--- config.mk ---
export PLATFORM = sky130hd
export DESIGN_NAME = mic_buffer_arbiter
export DESIGN_NICKNAME = d
export VERILOG_FILES = /design/src/rtl/mic_buffer_arbiter_pkg.sv /design/src/rtl/mic_buffer_arbiter_rr_priority_picker.sv /design/src/rtl/mic_buffer_arbiter.sv
export SDC_FILE = /design/constraint.sdc
export NUM_CORES = 1
export LEC_CHECK = 0
export ABC_AREA = 1
export CAP_MARGIN = 25
export CORE_AREA = 3 3 84 86
export DETAILED_ROUTE_END_ITERATION = 7
export DIE_AREA = 0 0 87 89
export MAX_ROUTING_LAYER = met4
export PLACE_DENSITY = 0.61
export SLEW_MARGIN = 0
export SYNTH_ARGS = -nofsm -noshare
export SYNTH_HDL_FRONTEND = slang
export SYNTH_SLANG_ARGS = --single-unit
--- constraint.sdc ---
create_clock -name clk -period 2.9 [get_ports clk]
set_clock_uncertainty 0.15 [all_clocks]
set_input_delay 0.58 -clock clk [delete_from_list [all_inputs] [get_ports clk]]
set_output_delay 0.58 -clock clk [all_outputs]
set_load 0.01 [all_outputs]
--- src/rtl/mic_buffer_arbiter_pkg.sv ---
// Shared definitions for the microphone buffer arbiter slice.
// Contents:
//   - default sample width and buffer depth,
//   - FSM state encodings (legacy-compatible constants),
//   - clog2 helper used to size counters from parameters.
package mic_buffer_arbiter_pkg;

  localparam int DATA_WIDTH_DEF  = 9;
  localparam int BUFFER_SIZE_DEF = 16;

  localparam logic [1:0] ST_IDLE  = 2'd0;
  localparam logic [1:0] ST_ISSUE = 2'd1;
  localparam logic [1:0] ST_ACK   = 2'd2;

  // Ceiling log2; clog2(1) = 0, clog2(16) = 4, clog2(17) = 5.
  function automatic int clog2(input int value);
    int v;
    int res;
    v   = value - 32'sd1;
    res = 32'sd0;
    while (v > 32'sd0) begin
      res = res + 32'sd1;
      v   = v >>> 1;
    end
    return res;
  endfunction

endpackage

--- src/rtl/mic_buffer_arbiter_rr_priority_picker.sv ---
// Round-robin priority picker (combinational).
// Searches req starting at rr_ptr+1, wrapping modulo NUM_CH, and returns the
// first asserted index. The channel at rr_ptr itself is searched last.
// Ports:
//   req     in  NUM_CH  request vector
//   rr_ptr  in  CH_W    last served channel
//   gnt     out CH_W    selected channel (0 when any_req is low)
//   any_req out 1       at least one request asserted
module rr_priority_picker
  import mic_buffer_arbiter_pkg::*;
#(
  parameter int NUM_CH = 4,
  parameter int CH_W   = 2
) (
  input  logic [NUM_CH-1:0] req,
  input  logic [CH_W-1:0]   rr_ptr,
  output logic [CH_W-1:0]   gnt,
  output logic              any_req
);

  logic [CH_W-1:0] idx_s;

  // Rotating first-one search; the first hit wins, later hits are ignored.
  always_comb begin
    gnt     = '0;
    any_req = 1'b0;
    idx_s   = '0;
    for (int k = 1; k <= NUM_CH; k++) begin
      idx_s = CH_W'((int'(rr_ptr) + k) % NUM_CH);
      if (!any_req && req[idx_s]) begin
        gnt     = idx_s;
        any_req = 1'b1;
      end else begin
        gnt     = gnt;
        any_req = any_req;
      end
    end
  end

endmodule

--- src/rtl/mic_buffer_arbiter.sv ---
// Arbitrates NUM_CH microphone-sample requesters onto the single write port
// of one channel buffer. Round-robin grant, tagged write word, credit-based
// flow control and an abort for writes the buffer never acknowledges.
// Ports:
//   clk, rst     clock, synchronous active-high reset
//   req_valid    per-channel request, held until req_ack
//   req_data     packed samples, channel i at [i*DATA_WIDTH +: DATA_WIDTH]
//   req_ack      one-cycle accept pulse to the granted channel
//   buf_data     {channel tag, sample} write word
//   buf_valid    write request to the buffer
//   buf_ack      buffer accepted the word
//   buf_rd_done  consumer removed one word (returns a credit)
//   credit       free buffer slots
//   busy         FSM not idle
//   err_timeout  sticky: a write was aborted
//   err_credit   sticky: a credit was returned while already full
module mic_buffer_arbiter
  import mic_buffer_arbiter_pkg::*;
#(
  parameter int NUM_CH      = 4,
  parameter int DATA_WIDTH  = DATA_WIDTH_DEF,
  parameter int CH_W        = 2,
  parameter int BUFFER_SIZE = BUFFER_SIZE_DEF,
  parameter int TIMEOUT     = 15
) (
  input  logic                               clk,
  input  logic                               rst,
  input  logic [NUM_CH-1:0]                  req_valid,
  input  logic [NUM_CH*DATA_WIDTH-1:0]       req_data,
  output logic [NUM_CH-1:0]                  req_ack,
  output logic [DATA_WIDTH+CH_W-1:0]         buf_data,
  output logic                               buf_valid,
  input  logic                               buf_ack,
  input  logic                               buf_rd_done,
  output logic [clog2(BUFFER_SIZE+1)-1:0]    credit,
  output logic                               busy,
  output logic                               err_timeout,
  output logic                               err_credit
);

  localparam int CRED_W = clog2(BUFFER_SIZE + 1);
  // One spare count keeps the width >= 1 even for TIMEOUT = 0.
  localparam int TMR_W  = clog2(TIMEOUT + 2);

  logic [1:0]            state_r;
  logic [CH_W-1:0]       rr_ptr_r;
  logic [CH_W-1:0]       gnt_r;
  logic [TMR_W-1:0]      timer_r;
  logic [CH_W-1:0]       pick_gnt_s;
  logic                  pick_any_s;
  logic [DATA_WIDTH-1:0] pick_data_s;
  logic                  accept_s;

  rr_priority_picker #(
    .NUM_CH (NUM_CH),
    .CH_W   (CH_W)
  ) u_picker (
    .req     (req_valid),
    .rr_ptr  (rr_ptr_r),
    .gnt     (pick_gnt_s),
    .any_req (pick_any_s)
  );

  // Sample of the candidate channel and the buffer-accept strobe.
  always_comb begin
    pick_data_s = req_data[int'(pick_gnt_s)*DATA_WIDTH +: DATA_WIDTH];
    accept_s    = buf_valid & buf_ack;
  end

  // Grant / write-handshake FSM and its registered outputs.
  always_ff @(posedge clk) begin
    if (rst) begin
      state_r     <= ST_IDLE;
      rr_ptr_r    <= CH_W'(NUM_CH - 1);
      gnt_r       <= '0;
      timer_r     <= '0;
      req_ack     <= '0;
      buf_data    <= '0;
      buf_valid   <= 1'b0;
      busy        <= 1'b0;
      err_timeout <= 1'b0;
    end else begin
      case (state_r)
        ST_IDLE: begin
          req_ack <= '0;
          // credit is read before this edge's update; a returned credit
          // enables the grant one cycle later.
          if (pick_any_s && (credit != '0)) begin
            gnt_r     <= pick_gnt_s;
            buf_data  <= {pick_gnt_s, pick_data_s};
            buf_valid <= 1'b1;
            timer_r   <= '0;
            busy      <= 1'b1;
            state_r   <= ST_ISSUE;
          end else begin
            state_r <= ST_IDLE;
          end
        end
        ST_ISSUE: begin
          if (buf_ack) begin
            buf_valid <= 1'b0;
            req_ack   <= {{(NUM_CH-1){1'b0}}, 1'b1} << gnt_r;
            rr_ptr_r  <= gnt_r;
            state_r   <= ST_ACK;
          end else if (timer_r == TMR_W'(TIMEOUT)) begin
            // Abort without moving rr_ptr so the same channel is retried first.
            buf_valid   <= 1'b0;
            err_timeout <= 1'b1;
            busy        <= 1'b0;
            state_r     <= ST_IDLE;
          end else begin
            timer_r <= timer_r + TMR_W'(32'd1);
          end
        end
        ST_ACK: begin
          req_ack <= '0;
          busy    <= 1'b0;
          state_r <= ST_IDLE;
        end
        default: begin
          req_ack   <= '0;
          buf_valid <= 1'b0;
          busy      <= 1'b0;
          state_r   <= ST_IDLE;
        end
      endcase
    end
  end

  // Free-slot counter; an accept and a returned slot in one cycle cancel.
  always_ff @(posedge clk) begin
    if (rst) begin
      credit     <= CRED_W'(BUFFER_SIZE);
      err_credit <= 1'b0;
    end else begin
      case ({accept_s, buf_rd_done})
        2'b10: credit <= credit - CRED_W'(32'd1);
        2'b01: begin
          if (credit == CRED_W'(BUFFER_SIZE)) begin
            err_credit <= 1'b1;
          end else begin
            credit <= credit + CRED_W'(32'd1);
          end
        end
        default: credit <= credit;
      endcase
    end
  end

endmodule

# Yosys cells after proc, flatten, opt, wreduce, memory -nomap -nowiden
# Cells that the tools add are included.
totals:
  ff_bits: 35
  inputBits: 44
  output_inout_bits: 24
classes:
  mul: 1
  n_mux: 32
  order_cmp: 4
  n_eq_ne: 12
  n_bitwise: 4
  n_shift: 2
  add_sub_neg: 7
  reduce_logical: 20
op_table:
  columns: ["op", "count"]
  rows:
  - ["variable part select 36 x 7 -> 9 bit", 1]
  - ["two-way mux 5 bit", 4]
  - ["case mux 5 bit (2 select lines)", 2]
  - ["two-way mux 1 bit", 13]
  - ["less-than comparator 2 x 3 -> 1 bit, second input constant", 4]
  - ["two-way mux 2 bit", 6]
  - ["adder 5 x 1 -> 5 bit, second input constant", 2]
  - ["inequality test 2 bit, second input constant", 5]
  - ["AND reduction 3 bit", 3]
  - ["binary-select mux 1 bit (select 2 bit)", 4]
  - ["AND reduction 2 bit", 4]
  - ["multiplier 2 x 4 -> 6 bit, second input constant", 1]
  - ["== test 5 x 4 -> 1 bit, second input constant", 1]
  - ["== test 5 bit, second input constant", 1]
  - ["nonzero test 5 bit", 1]
  - ["subtractor 5 x 1 -> 5 bit, second input constant", 1]
  - ["adder 2 x 1 -> 2 bit, second input constant", 2]
  - ["adder 2 bit, second input constant", 2]
  - ["== test 2 x 1 -> 1 bit, second input constant", 2]
  - ["== test 2 bit, second input constant", 2]
  - ["logical AND 1 bit", 4]
  - ["case mux 2 bit (2 select lines)", 1]
  - ["AND reduction 4 bit", 1]
  - ["nonzero test 2 bit", 2]
  - ["other kinds (9)", 13]

# Depth between registers and ports, before layout
# Gate-level depths: netlist of the first run.
depth:
  word_depth: 16
  mapped_depth: 16
  depth_no_buf: 15

# Hierarchy
# A second synthesis of the first run with hierarchy kept.
unflattened:
  hier_cells: 320
  hier_area_um2: 2084.5
modules_own_cells:
  columns: ["module", "cells_per_inst", "n_inst", "area_per_inst_um2"]
  rows:
  - ["mic_buffer_arbiter", 268, 1, 1813.0]
  - ["rr_priority_picker", 52, 1, 271.5]

# Least setup slack after synthesis of the first run
# Ideal clock, no wire load.
synth_path:
  path_kind: "input port to flip-flop"
  startpoint: "input buf_rd_done"
  endpoint: "register credit[4]"
  path_stages: 9
  arrival_ps: 1961
  slack_ps: 666
  path_buffers: 0
  path_cell_list: "inv_1 > a21oi_1 > inv_1 > ha_1 > nand2_1 > o21ai_0 > mux2i_1 > xor2_1 > nand2_1"
synth_via:
  elab_chain_cells: 3
  elab_cells_between_ends: 6
synth_rtl:
  columns: ["element", "line_no", "source"]
  rows:
  - ["start: declaration", "mic_buffer_arbiter.sv:34", "input logic buf_rd_done,"]
  - ["== test 2 x 1 -> 1 bit or == test 2 bit (tied branches)", "mic_buffer_arbiter.sv:136", "case ({accept_s, buf_rd_done})"]
  - ["inequality test 2 bit (no line) or nonzero test 2 bit (tied branches)", null, null]
  - ["AND reduction 2 bit (no line)", null, null]
  - ["end signal: assignment", "mic_buffer_arbiter.sv:133", "credit <= CRED_W'(BUFFER_SIZE);"]
  - ["end signal: assignment", "mic_buffer_arbiter.sv:137", "2'b10: credit <= credit - CRED_W'(32'd1);"]
  - ["end signal: assignment", "mic_buffer_arbiter.sv:142", "credit <= credit + CRED_W'(32'd1);"]
  - ["end: declaration", "mic_buffer_arbiter.sv:35", "output logic [clog2(BUFFER_SIZE+1)-1:0] credit,"]
# Parallel ways exist; a longest one is shown, timed or not.
# A chain may end at the register's enable or synchronous reset.

# Worst setup path after layout of the first run
# Ends and elaborated chain as after synthesis.

==> results.toml, run 1 <==
[run_status]
status = "finished, final reports clean"

[clock_tree]
clockBufferDepth = 2
root_buffer = "clkbuf_8"
numClockSinks = 33
post-cts-setup-buffers = 0
cts.clk_slew.worst_paths_ns = 0.08
post_cts_resized = 0
cts_tree = "built"
insertion_delay_ns = 0.28
postCtsHoldBufs = 0
cts_made_buffers = 5
htree_num_levels = 2

[grt]
grt_pass1_vias = 2210
antenna_found_initial = 0
track_usage_pct = 16.0
grt-ovfl-total = 0
grt_max_degree = 23
grt_pass1_wl_um = 9760

[pwr]
pwr-share-comb_pct = 55.7
irDropWorstVdd_v = 0.000449
p_per_area_nw_per_um2 = 882
p_leak_nw = 1.51
pwr-share-seq_pct = 27.7
p_switching_w = 0.00118
swShare_pct = 42.9
clkPwrFrac_pct = 16.6
intPower_w = 0.00157
p_total_w = 0.00275

[cells_and_area]
design_area_um2 = 3110
regArea_um2 = 661
fillerInstances = 639
multi_input_area_um2 = 1250
drive_above_1_share_pct = 12.1
fin_nets = 462
diodes = 0
syn_to_final_growth_pct = 35.4

[setup_path]
critPathRequiredTime_ns = 2.92
r2r_cells = 15
path_cells = "clkdlybuf4s50_1 > inv_1 > a21oi_1 > inv_1 > ha_1 > nand2_1 > o21ai_0 > mux2i_1 > xor2_1 > nand2_1"
slowest_stage = "clkdlybuf4s50_1"
end_kind = "flip-flop"
critPathLaunchType = "primary input"
cp_slowest_stage_delay_ns = 0.46
crit_arrival_ns = 2.41
crit_type = "primary input to flip-flop"
crit_fanout = 3
timing.rr.start = "rr_ptr_r[0]"
critical_path.top_delay_family = "buffers and inverters"
reg2reg_slack_ns = 0.61
reg2reg_to = "buf_data[3]"
crit_buf_inv = 3

[timing]
tns_ns = 0
rsz0062_at_grt = "no"
slew_headroom_pct = 63.3
worst_pin_slew_ns = 0.549
timing.final.crit_period_ns = 2.39
final_max_slew_viol_count = 0
holdWs_ns = 0.327
final.period_utilization_pct = 82.4
setup_violations = 0
finalHoldViolCount = 0
fmax_ghz = 0.419

[logic_synthesis]
syn_area_um2 = 2300
syn_inst = 342
synth_fp_nets = 392
yosysUniqueCellTypes = 32
yosysTopAreaCellShare_pct = 28.7
yosys_register_bits = 33
synthArstFlopShare_pct = 0
synth_edf_count = 0
synth.area.top_cells = "dfxtp_1 (29%), nand2_1 (11%), inv_1 (10%), nand3_1 (7.8%), nand2_2 (6.0%)"
synth.avg_cell_area_um2 = 6.72
yosysTopAreaCell = "dfxtp_1"
ys_seq_area_share_pct = 28.7
ys.flop_type = "dfxtp_1"
ys.warnings.count = 0

[floorplanning]
core_um2 = 6350
die_h_um = 89
dieArea_um2 = 7740
ioPinCount = 68
start_util_pct = 36.2
die_w_um = 87
core.rowCount = 29

[routing]
drt_iter0_drc = 122
wl_per_cell_um = 11.8
drcViolationCount = 0
firstDrtPassIters = 4
postRouteWirelength_um = 5760
vias = 2347
vias_per_cell = 4.79
ant_nets = 0

[hold_path]
worstHoldStart = "req_ack[0]"
hp-class = "flip-flop to flip-flop"
whs_endpoint = "req_ack[0]"
worstHoldPathCells = 2

[placed_design]
gp_congestion = 0.885
placed_cell_area_um2 = 2990
place_hpwl_um = 4440
portBuffers = 67

[flow_run]
maxCapViolCount = 0
kinds of logic (layout without fill, tap and decap cells):
| kind of cell | Yosys count | count (layout) | share of synthesized area (%) |
|---|---|---|---|
| and+or+nand+nor | 173 | 173 | 37.8 |
| DFF | 33 | 33 | 28.7 |
| muxes | 1 | 1 | 0.435 |
| buffers and inverters | 80 | 151 | 17.0 |
| AOI/OAI and AO/OA | 46 | 46 | 11.3 |
| adders and majority gates | 6 | 6 | 3.59 |
| xor gates and xnor gates | 3 | 3 | 1.14 |
registers in the layout (all words and copies together) (netlist names):
name / flops
buf_data: 10
credit: 5
timer_r: 5
req_ack: 4
rr_ptr_r: 2
state_r: 2
buf_valid: 1
busy: 1
err_credit: 1
err_timeout: 1
gnt_r: 1
worst max-delay path by stage:
stage	end	depth (start not counted)	from
after global placement	credit[4]	10	buf_rd_done
after CTS	credit[4]	10	buf_rd_done
final	credit[4]	10	buf_rd_done
after detailed placement	credit[4]	10	buf_rd_done
after global routing	buf_data[2]	15	rr_ptr_r[0]
after floorplan	credit[4]	9	buf_rd_done
cells in the mapped netlist (2+ instances only):
master / instances
nand2_1: 69
inv_1: 63
nand3_1: 36
dfxtp_1: 33
a21oi_1: 22
nand2_2: 22
nand4_1: 19
nor2_1: 16
o21ai_0: 10
o21a_1: 9
ha_1: 5
a31oi_1: 4
buf_6: 4
nand2_4: 4
clkbuf_8: 3
inv_2: 3
clkinv_1: 2
nand3_2: 2
nor4_1: 2
xor2_1: 2
area by class of cell:
type	count	area share [%]
tap	77	3.09
sequential	33	21.2
multi-input combinational	229	40.1
clock buffer	6	2.65
inverter	69	8.56
clock inverter	2	1.21
timing repair buffer	74	23.2
placed cells by master (no fill, tap or decap), types with 4 or more instances in the layout:
cell type,instances
ha_1,5
nor2_1,16
a31oi_1,4
nand2_1,69
clkbuf_8,6
nand4_1,19
a21oi_1,22
o21a_1,9
inv_1,63
nand2_2,22
clkdlybuf4s50_1,67
nand3_1,36
dfxtp_1,33
o21ai_0,10
buf_4,7
nand2_4,4
per-layer routing:
metal | part of all wire [%] | global-route usage (%)
met1 | 48 | 21.0
met2 | 48 | 26.4
met3 | 3.3 | 2.21
met4 | 0.33 | 3.26
met5 | 0 | -
worst register-to-register path, stage by stage, from the launching register on:
cell	delay, ns
dfxtp_1	0.67
inv_8	0.09
nand2_2	0.09
nand2_2	0.07
nand2_1	0.08
nand2_2	0.06
nor2_4	0.14
nand2_1	0.06
nor2_1	0.08
inv_1	0.05
nand2_2	0.20
inv_2	0.16
nand3_1	0.11
nand3_1	0.07
nand2_1	0.07
inv_1	0.03
power by group through the flow:
| stage | Clock [W] | Sequential, W | Combinational (W) |
|---|---|---|---|
| after floorplan | 0 | 0.000793 | 0.00105 |
| after global placement | 0 | 0.000773 | 0.00152 |
| after detailed placement | 0 | 0.000773 | 0.00154 |
| after CTS | 0.000466 | 0.000765 | 0.00155 |
| after global routing | 0.000484 | 0.000792 | 0.00173 |
| final | 0.000456 | 0.000762 | 0.00153 |
through the flow:
stage                     utilization [%]  setup WS (ns)  std cells
final                                49.0          0.511        490
after global routing                 49.0          0.313        490
after CTS                            49.0          0.504        490
after detailed placement             47.2          0.209        482
after global placement               47.2          0.244        482
after floorplan                         -          0.666        342
Power figures use the tool's default switching activity.
==> run 2, diff against run 1 <==
--- a/config.mk
+++ b/config.mk
@@ -11,7 +11,7 @@
 export DETAILED_ROUTE_END_ITERATION = 7
 export DIE_AREA = 0 0 87 89
 export MAX_ROUTING_LAYER = met4
-export PLACE_DENSITY = 0.61
+export PLACE_DENSITY = 0.63
 export SLEW_MARGIN = 0
 export SYNTH_ARGS = -nofsm -noshare
 export SYNTH_HDL_FRONTEND = slang
==> constraint.sdc (replaced) <==
create_clock -name clk -period 2.1 [get_ports clk]
set_clock_uncertainty 0.15 [all_clocks]
set_input_delay 0.42 -clock clk [delete_from_list [all_inputs] [get_ports clk]]
set_output_delay 0.42 -clock clk [all_outputs]
set_load 0.01 [all_outputs]
==> run 2 against run 1 <==
  * Final cell count is 7.8% higher
  * Die area stayed put
  * Highest routed layer unchanged
  * Flip-flop and latch count unchanged
  * Global-route usage up 0.35 points
  * Via count is 8.9% higher
==> results.toml, run 2 (synthesized netlist as in run 1, its figures left out) <==
[run_status]
status = "finished, final reports clean"

[setup_path]
timing.rr.start = "rr_ptr_r[0]"
end_kind = "flip-flop"
critPathLaunch = "rr_ptr_r[0]"
reg2reg_to = "buf_data[4]"
crit_arrival_ns = 2.07
critPathLaunchType = "flip-flop"
critPathRequiredTime_ns = 2.14
r2r_cells = 16
reg2reg_slack_ns = 0.07
crit_type = "flip-flop to flip-flop"
crit_fanout = 9

[routing]
firstDrtPassIters = 4
postRouteWirelength_um = 6740
vias_per_cell = 4.84
drt_iter0_drc = 107
wl_per_cell_um = 12.8
drcViolationCount = 0
ant_nets = 0
vias = 2555

[timing]
timing.final.crit_period_ns = 2.03
final_max_slew_viol_count = 0
slew_headroom_pct = 75.3
finalHoldViolCount = 0
rsz0062_at_grt = "yes"
final.period_utilization_pct = 96.7
fmax_ghz = 0.493
final.setup.worst_slack_ns = 0.0700
holdWs_ns = 0.318
setup_violations = 0
worst_pin_slew_ns = 0.369

[placed_design]
place_hpwl_um = 4490
portBuffers = 67
gp_congestion = 0.856
place_ws_ns = -0.383

[grt]
antenna_found_initial = 0
use_met2_pct = 27.3
top_usage_layer = "met2"
grt-ovfl-total = 0
grt_pass1_vias = 2183
use_met1_pct = 20.3
gr-usage-met3_pct = 3.32
grt_max_degree = 23
track_usage_pct = 16.3
grt_pass1_wl_um = 9860

[cells_and_area]
fin_nets = 501
top_register = "buf_data"
syn_to_final_growth_pct = 59.3
regArea_um2 = 664
largest_reg_flops = 10
reg_top3 = "buf_data (10), credit (5), timer_r (5)"
final_cell_mix = "nand2_1 (61), clkdlybuf4s50_1 (61), inv_1 (60)"
fillerInstances = 581
fin_util_pct = 57.7
multi_input_area_um2 = 1430
drive_above_1_share_pct = 24.8
diodes = 0

[floorplanning]
ioPinCount = 68
die_w_um = 87
core_um2 = 6350
start_util_pct = 36.2
dieArea_um2 = 7740
core.rowCount = 29
die_h_um = 89

[hold_path]
whs_endpoint = "req_ack[1]"
worstHoldStart = "req_ack[1]"
hp-class = "flip-flop to flip-flop"
worstHoldPathCells = 2

[clock_tree]
numClockSinks = 33
cts.clk_slew.worst_paths_ns = 0.07
postCtsHoldBufs = 0
root_buffer = "clkbuf_8"
insertion_delay_ns = 0.29
cts_tree = "built"
cts_made_buffers = 5
clockBufferDepth = 2
htree_num_levels = 2

[flow_run]
maxCapViolCount = 0

[pwr]
irDropWorstVdd_v = 0.000669
p_leak_nw = 1.78
p_per_area_nw_per_um2 = 1260
==> run 2: changes by cell type in the layout (fill, tap and decap cells not counted), sizes merged <==
cell and delta:
buf +33, clkdlybuf4s50 -6, dlygate4sd2 +5, nand3 +3
clkbuf +2, dlymetal6s2s +1
==> run 2: final cells by class <==
class / instances / area share (%)
clock buffers: 5 / 1.88
inverters: 69 / 7.58
multi-input cells: 232 / 39.1
repair buffers: 110 / 29.7
well taps: 77 / 2.63
flip-flops and latches: 33 / 18.1
clock inverters: 2 / 0.956
==> run 2: worst max-delay path, stage by stage, from the launching register on <==
cell,delay [ns]
dfxtp_4,0.37
buf_12,0.12
inv_8,0.05
nand2_1,0.07
nand2_2,0.07
nand2_1,0.09
nand2_2,0.06
buf_4,0.14
nand2_4,0.07
nand3_4,0.12
buf_4,0.17
nand3_2,0.12
nand2_1,0.06
nand3_1,0.08
nand3_1,0.09
nand2_1,0.07
inv_1,0.03
==> run 2: timing repair <==
item                                    4_1_cts  5_1_grt
cloned                                        1        5
resized for setup                            20       33
setup buffers                                 2       12
endpoints found under the setup margin       16       19
pin swaps                                     7       12
==> run 2: power by group <==
part           leakage (nW)  switching, W  internal (W)
Sequential            0.272      0.000216      0.000851
Clock                0.0540      0.000233      0.000345
Combinational          1.45       0.00151       0.00147
==> run 2: metrics by stage <==
step	power, W	instances	TNS [ns]	instance area, µm²
final	0.00462	528	0	3660
after global routing	0.00497	528	-0.250	3660
after CTS	0.00416	511	0	3330
after detailed placement	0.00346	501	-6.24	3160
after global placement	0.00343	501	-5.24	3160
after floorplan	0.00254	342	0	2300
==> run 2: metal layers <==
| metal | routed length, µm | up-vias |
|---|---|---|
| met3 | 267 | 8 |
| li1 | - | 1322 |
| met4 | 110 | 0 |
| met1 | 3100 | 1164 |
| met5 | 0 | - |
| met2 | 3260 | 61 |
==> run 2: how the worst max path moves through the flow <==
stage | slack (ns) | to | cells past startpoint
floorplan | 0.03 | credit[4] | 9
global placement | -0.34 | credit[4] | 10
detailed placement | -0.38 | timer_r[2] | 15
CTS | 0.02 | credit[4] | 10
global route | -0.04 | buf_data[8] | 17
finish | 0.07 | buf_data[4] | 16
==> run 3, diff against run 2 <==
--- a/config.mk
+++ b/config.mk
@@ -5,13 +5,12 @@
 export SDC_FILE = /design/constraint.sdc
 export NUM_CORES = 1
 export LEC_CHECK = 0
-export ABC_AREA = 1
 export CAP_MARGIN = 25
-export CORE_AREA = 3 3 84 86
+export CORE_AREA = 3 3 85 67
 export DETAILED_ROUTE_END_ITERATION = 7
-export DIE_AREA = 0 0 87 89
+export DIE_AREA = 0 0 88 70
 export MAX_ROUTING_LAYER = met4
-export PLACE_DENSITY = 0.63
+export PLACE_DENSITY = 0.67
 export SLEW_MARGIN = 0
 export SYNTH_ARGS = -nofsm -noshare
 export SYNTH_HDL_FRONTEND = slang
==> run 3 against run 2 <==
  * Setup slack better by 0.025 ns
  * Worst hold slack worse by 0.0038 ns
  * Critical path depth shrank 7
  * Area after synthesis decreased by 24%
  * Register-to-register slack improved by 0.09 ns
  * Highest routed layer unchanged
  * Flip-flop and latch count unchanged
==> results.toml, run 3 <==
[logic_synthesis]
ys.flop_type = "dfxtp_1"
synth_edf_count = 0
ys_seq_area_share_pct = 37.8
yosysUniqueCellTypes = 45
yosysMostFrequentCell = "dfxtp_1"
synth.avg_cell_area_um2 = 9.30
ys.warnings.count = 0
synth_fp_nets = 238
synth.area.top_cells = "dfxtp_1 (38%), mux2i_1 (12%), nand3_1 (4.3%), o221ai_1 (4.0%), ha_1 (3.6%)"
yosysTopAreaCellShare_pct = 37.8
synthTopCellsByCount = "dfxtp_1 (33), mux2i_1 (21), nand3_1 (15), nand2_1 (12), nor2_1 (12)"
synthArstFlopShare_pct = 0
syn_inst = 188
yosys_register_bits = 33
yosysTopAreaCell = "dfxtp_1"
syn_area_um2 = 1750

[grt]
track_usage_pct = 18.6
grt_pass1_vias = 1823
gr-usage-met3_pct = 3.89
grt_pass1_wl_um = 8750
grt_max_degree = 15
use_met2_pct = 28.5
antenna_found_initial = 0
use_met1_pct = 24.3
top_usage_layer = "met2"
grt-ovfl-total = 0

[cells_and_area]
fin_nets = 336
reg_top3 = "buf_data (10), credit (5), timer_r (5)"
fillerInstances = 418
mostFrequentLayoutCell = "clkdlybuf4s50_1"
top_register = "buf_data"
syn_to_final_growth_pct = 67.9
drive_above_1_share_pct = 22.0
largest_reg_flops = 10
fin_util_pct = 60.3
final_cell_mix = "clkdlybuf4s50_1 (61), dfxtp_1 (33), buf_4 (29)"
diodes = 0

[routing]
wl_per_cell_um = 15.0
vias = 1755
drt_iter0_drc = 59
firstDrtPassIters = 4
ant_nets = 0
postRouteWirelength_um = 5190
vias_per_cell = 5.06
drcViolationCount = 0

[flow_run]
maxCapViolCount = 0

[floorplanning]
dieArea_um2 = 6160
core_um2 = 4870
start_util_pct = 35.9
ioPinCount = 68
die_h_um = 70
die_w_um = 88
core.rowCount = 22

[clock_tree]
cts_made_buffers = 5
clockBufferDepth = 2
insertion_delay_ns = 0.29
root_buffer = "clkbuf_8"
cts.clk_slew.worst_paths_ns = 0.07
htree_num_levels = 2
cts_tree = "built"
numClockSinks = 33

[hold_path]
worstHoldStart = "timer_r[3]"
worstHoldPathCells = 1
whs_endpoint = "timer_r[3]"
hp-class = "flip-flop to flip-flop"

[setup_path]
critPathRequiredTime_ns = 2.17
timing.rr.start = "credit[2]"
r2r_cells = 6
end_kind = "flip-flop"
reg2reg_slack_ns = 0.16
reg2reg_to = "credit[4]"
critPathLaunchType = "primary input"
crit_type = "primary input to flip-flop"
crit_arrival_ns = 2.08
crit_fanout = 4

[placed_design]
place_ws_ns = -0.535
gp_congestion = 0.750
portBuffers = 67
place_hpwl_um = 3790

[timing]
worst_pin_slew_ns = 0.454
fmax_ghz = 0.499
rsz0062_at_grt = "no"
final_max_slew_viol_count = 0
holdWs_ns = 0.315
slew_headroom_pct = 69.5
finalHoldViolCount = 0
timing.final.crit_period_ns = 2.00
final.period_utilization_pct = 95.5
setup_violations = 0
final.setup.worst_slack_ns = 0.0953

[pwr]
p_total_w = 0.00280
p_leak_nw = 1.24
p_per_area_nw_per_um2 = 953
irDropWorstVdd_v = 0.000343

[run_status]
status = "finished, final reports clean"
==> run 3: cell types whose count changed in the layout (fill, tap and decap cells not counted), sizes merged, moves of 7 or more <==
cell	previous run	this run
mux2i	1	21
nand3	42	15
nand4	19	1
o21a	9	2
nand2	95	12
o221ai	0	9
buf	40	32
a21oi	22	12
inv	67	6
==> run 3: report_power, final <==
part,internal [W],total [W],switching (W),leakage [nW]
combinational,0.000787,0.00139,0.000600,0.917
clock,0.000265,0.000508,0.000242,0.0512
sequential,0.000767,0.000904,0.000138,0.271
==> run 3: cells by family (layout without fill, tap and decap cells) <==
group	count (synthesis)	in the layout	share of synthesized area, %
AO/OA/AOI/OAI	43	43	19.0
XOR/XNOR	3	3	1.50
adder cells (fa/ha/maj)	6	6	4.72
buffers and inverters	15	114	3.93
flip-flops	33	33	37.8
multiplexers	22	22	12.7
AND/OR/NAND/NOR	66	66	20.5
==> run 3: how the worst max path moves through the flow <==
stage	startpoint	endpoint	slack, ns
2_1_floorplan	buf_ack	credit[4]	0.03
5_1_grt	buf_ack	credit[4]	0.007
4_1_cts	req_valid[1]	buf_data[3]	-0.02
3_3_place_gp	buf_ack	credit[4]	-0.49
3_5_place_dp	buf_ack	credit[4]	-0.54
6_report	buf_ack	credit[4]	0.1
==> run 3: cell type report <==
cell class	count	area, µm²	area share, %
clock buffer	6	82.6	2.81
clock inverter	2	13.8	0.469
inverter	7	26.3	0.895
multi-input combinational	140	1110	37.8
sequential	33	661	22.5
tap	60	75.1	2.56
timing repair buffer	99	968	33.0
==> run 3: stage by stage <==
step	instance area [µm²]	cells	TNS, ns
global route	2940	347	0
detailed placement	2690	333	-6.49
global placement	2690	333	-6.30
floorplan	1760	188	0
finish	2940	347	0
CTS	2880	346	-0.0284
==> run 3: timing repair <==
item                       CTS  global route
pin swaps                    2             3
setup buffers                3             1
hold buffers                 0             0
gates cloned                 2             0
setup endpoints to repair   11            16
gates resized for setup     10            15
==> run 3: critical path, cell delays in order <==
cell	delay [ns]
dlygate4sd2_1	0.26
nand2_2	0.10
nand2_4	0.07
buf_4	0.13
ha_1	0.28
o21a_1	0.13
or4_4	0.41
and3_1	0.18
o21ai_1	0.10
==> run 3: metal layers <==
layer / share of wire (%) / routed length, µm
met1: 47 / 2460
met2: 47 / 2450
met3: 4.1 / 213
met4: 1.4 / 73
met5: 0 / 0
==> patch, RTL diff (config.mk and constraints of run 1) <==
One comparison of `timer_r` changes from == to >=.
--- a/src/rtl/mic_buffer_arbiter.sv
+++ b/src/rtl/mic_buffer_arbiter.sv
@@ -104,3 +104,3 @@
             state_r   <= ST_ACK;
-          end else if (timer_r == TMR_W'(TIMEOUT)) begin
+          end else if (timer_r >= TMR_W'(TIMEOUT)) begin
             // Abort without moving rr_ptr so the same channel is retried first.
Check against the original RTL: same outputs for any inputs over 4 cycles, from zero or initial values and one cycle with rst high; that may be too few to reach the edited logic, so the function may still have changed.
==> patch against run 1 <==
  * Fmax down 3.5%
  * Sequential share of layout area up 1.1 points
  * Total power down 17%
  * Routed wire length down 4.3%
  * Via count down 6.3%
  * Sequential power down 10%
  * Design area down 5.0%
  * Area after synthesis down 7.4%
  * Highest routed layer unchanged
  * Sequential cell count unchanged
  * Die area unchanged
  * Setup slack worse by 0.085 ns
==> patch: results <==
pwr:
  leakage_uw: 0.001388
  internal_power_uw: 1366
  power.switching_fraction: 0.4038
  clockNetworkPower_uw: 450
  seq_cell_power_uw: 684
global_route:
  grt_start_max_net_pins: 17
  global_route_track_usage_on_met2: 0.2622
  globalRouteTotalUtil: 0.1555
  grt_first_pass_wirelength_mm: 9.397
finish:
  fill_count: 669
  total_nets_final: 447
  largestRegisters: "buf_data: 11 flops, credit: 5 flops, timer_r: 5 flops"
  finalCoreUtilization: 0.4660
  drive_above_1_share: 0.1181
synthesis:
  synth-compound-area-share: 0.1140
  post_synth_xor_area_fraction: 0.008226
  syn_nets: 378
  synth.cells.most_frequent: "nand2_1, inv_1, nand3_1"
  synth.lib_cells_used.distinct: 31
  proportion_of_synthesized_area_in_mux_cells: 0
run_status:
  run_status: "finished, final reports clean"
detailed_routing:
  routedWlPerCell_um: 11.61
  route.met3.wl_um: 388
  route.layer.met1.wl_mm: 2.512
  via_count: 2200
  met2_wire_len_mm: 2.529
  totalWireLength_mm: 5.513
clock_network:
  clock_tree.buffer_depth: 2
place:
  placement.cell_area_um2: 2843
  half_perimeter_wire_length_after_placement_mm: 4.223
  finalWeightedCongestion: 0.8377
  pre_cts_slack_ns: 0.1668
timing:
  post_layout_minimum_cycle_time_ns: 2.475
  hold_ws_ns: 0.3176
min_path:
  hold_path_end: "err_credit$_SDFFE_PP0P_"
  min-delay-start: "err_credit$_SDFFE_PP0P_"
critical_path:
  cp.arrival_ns: 2.49
  r2r_slack_ns: 0.67
  cp_max_fo: 4
-- patch: final cells by class --
type | count | area share
Tap cell | 77 | 0.03256
Inverter | 48 | 0.06342
Timing Repair Buffer | 71 | 0.2368
Clock buffer | 7 | 0.02918
Clock inverter | 1 | 0.01015
Multi-Input combinational cell | 238 | 0.4047
Sequential cell | 33 | 0.2233
-- patch: worst max-delay path: stages --
cell	delay, ns
clkdlybuf4s50_1	0.45
inv_1	0.05
a21oi_1	0.15
inv_1	0.13
fa_1	0.42
nand2_1	0.08
nand2_1	0.05
a21oi_1	0.16
or2_2	0.13
nand3_1	0.08
a21oi_1	0.14
o21ai_0	0.08
-- patch: kinds of logic (layout without fill, tap and decap cells) --
logic type,after synthesis,count (layout)
compound gates,45,45
xor+xnor,2,2
fa+ha+maj,6,6
buf+inv,57,127
flops,33,33
simple gates,185,185
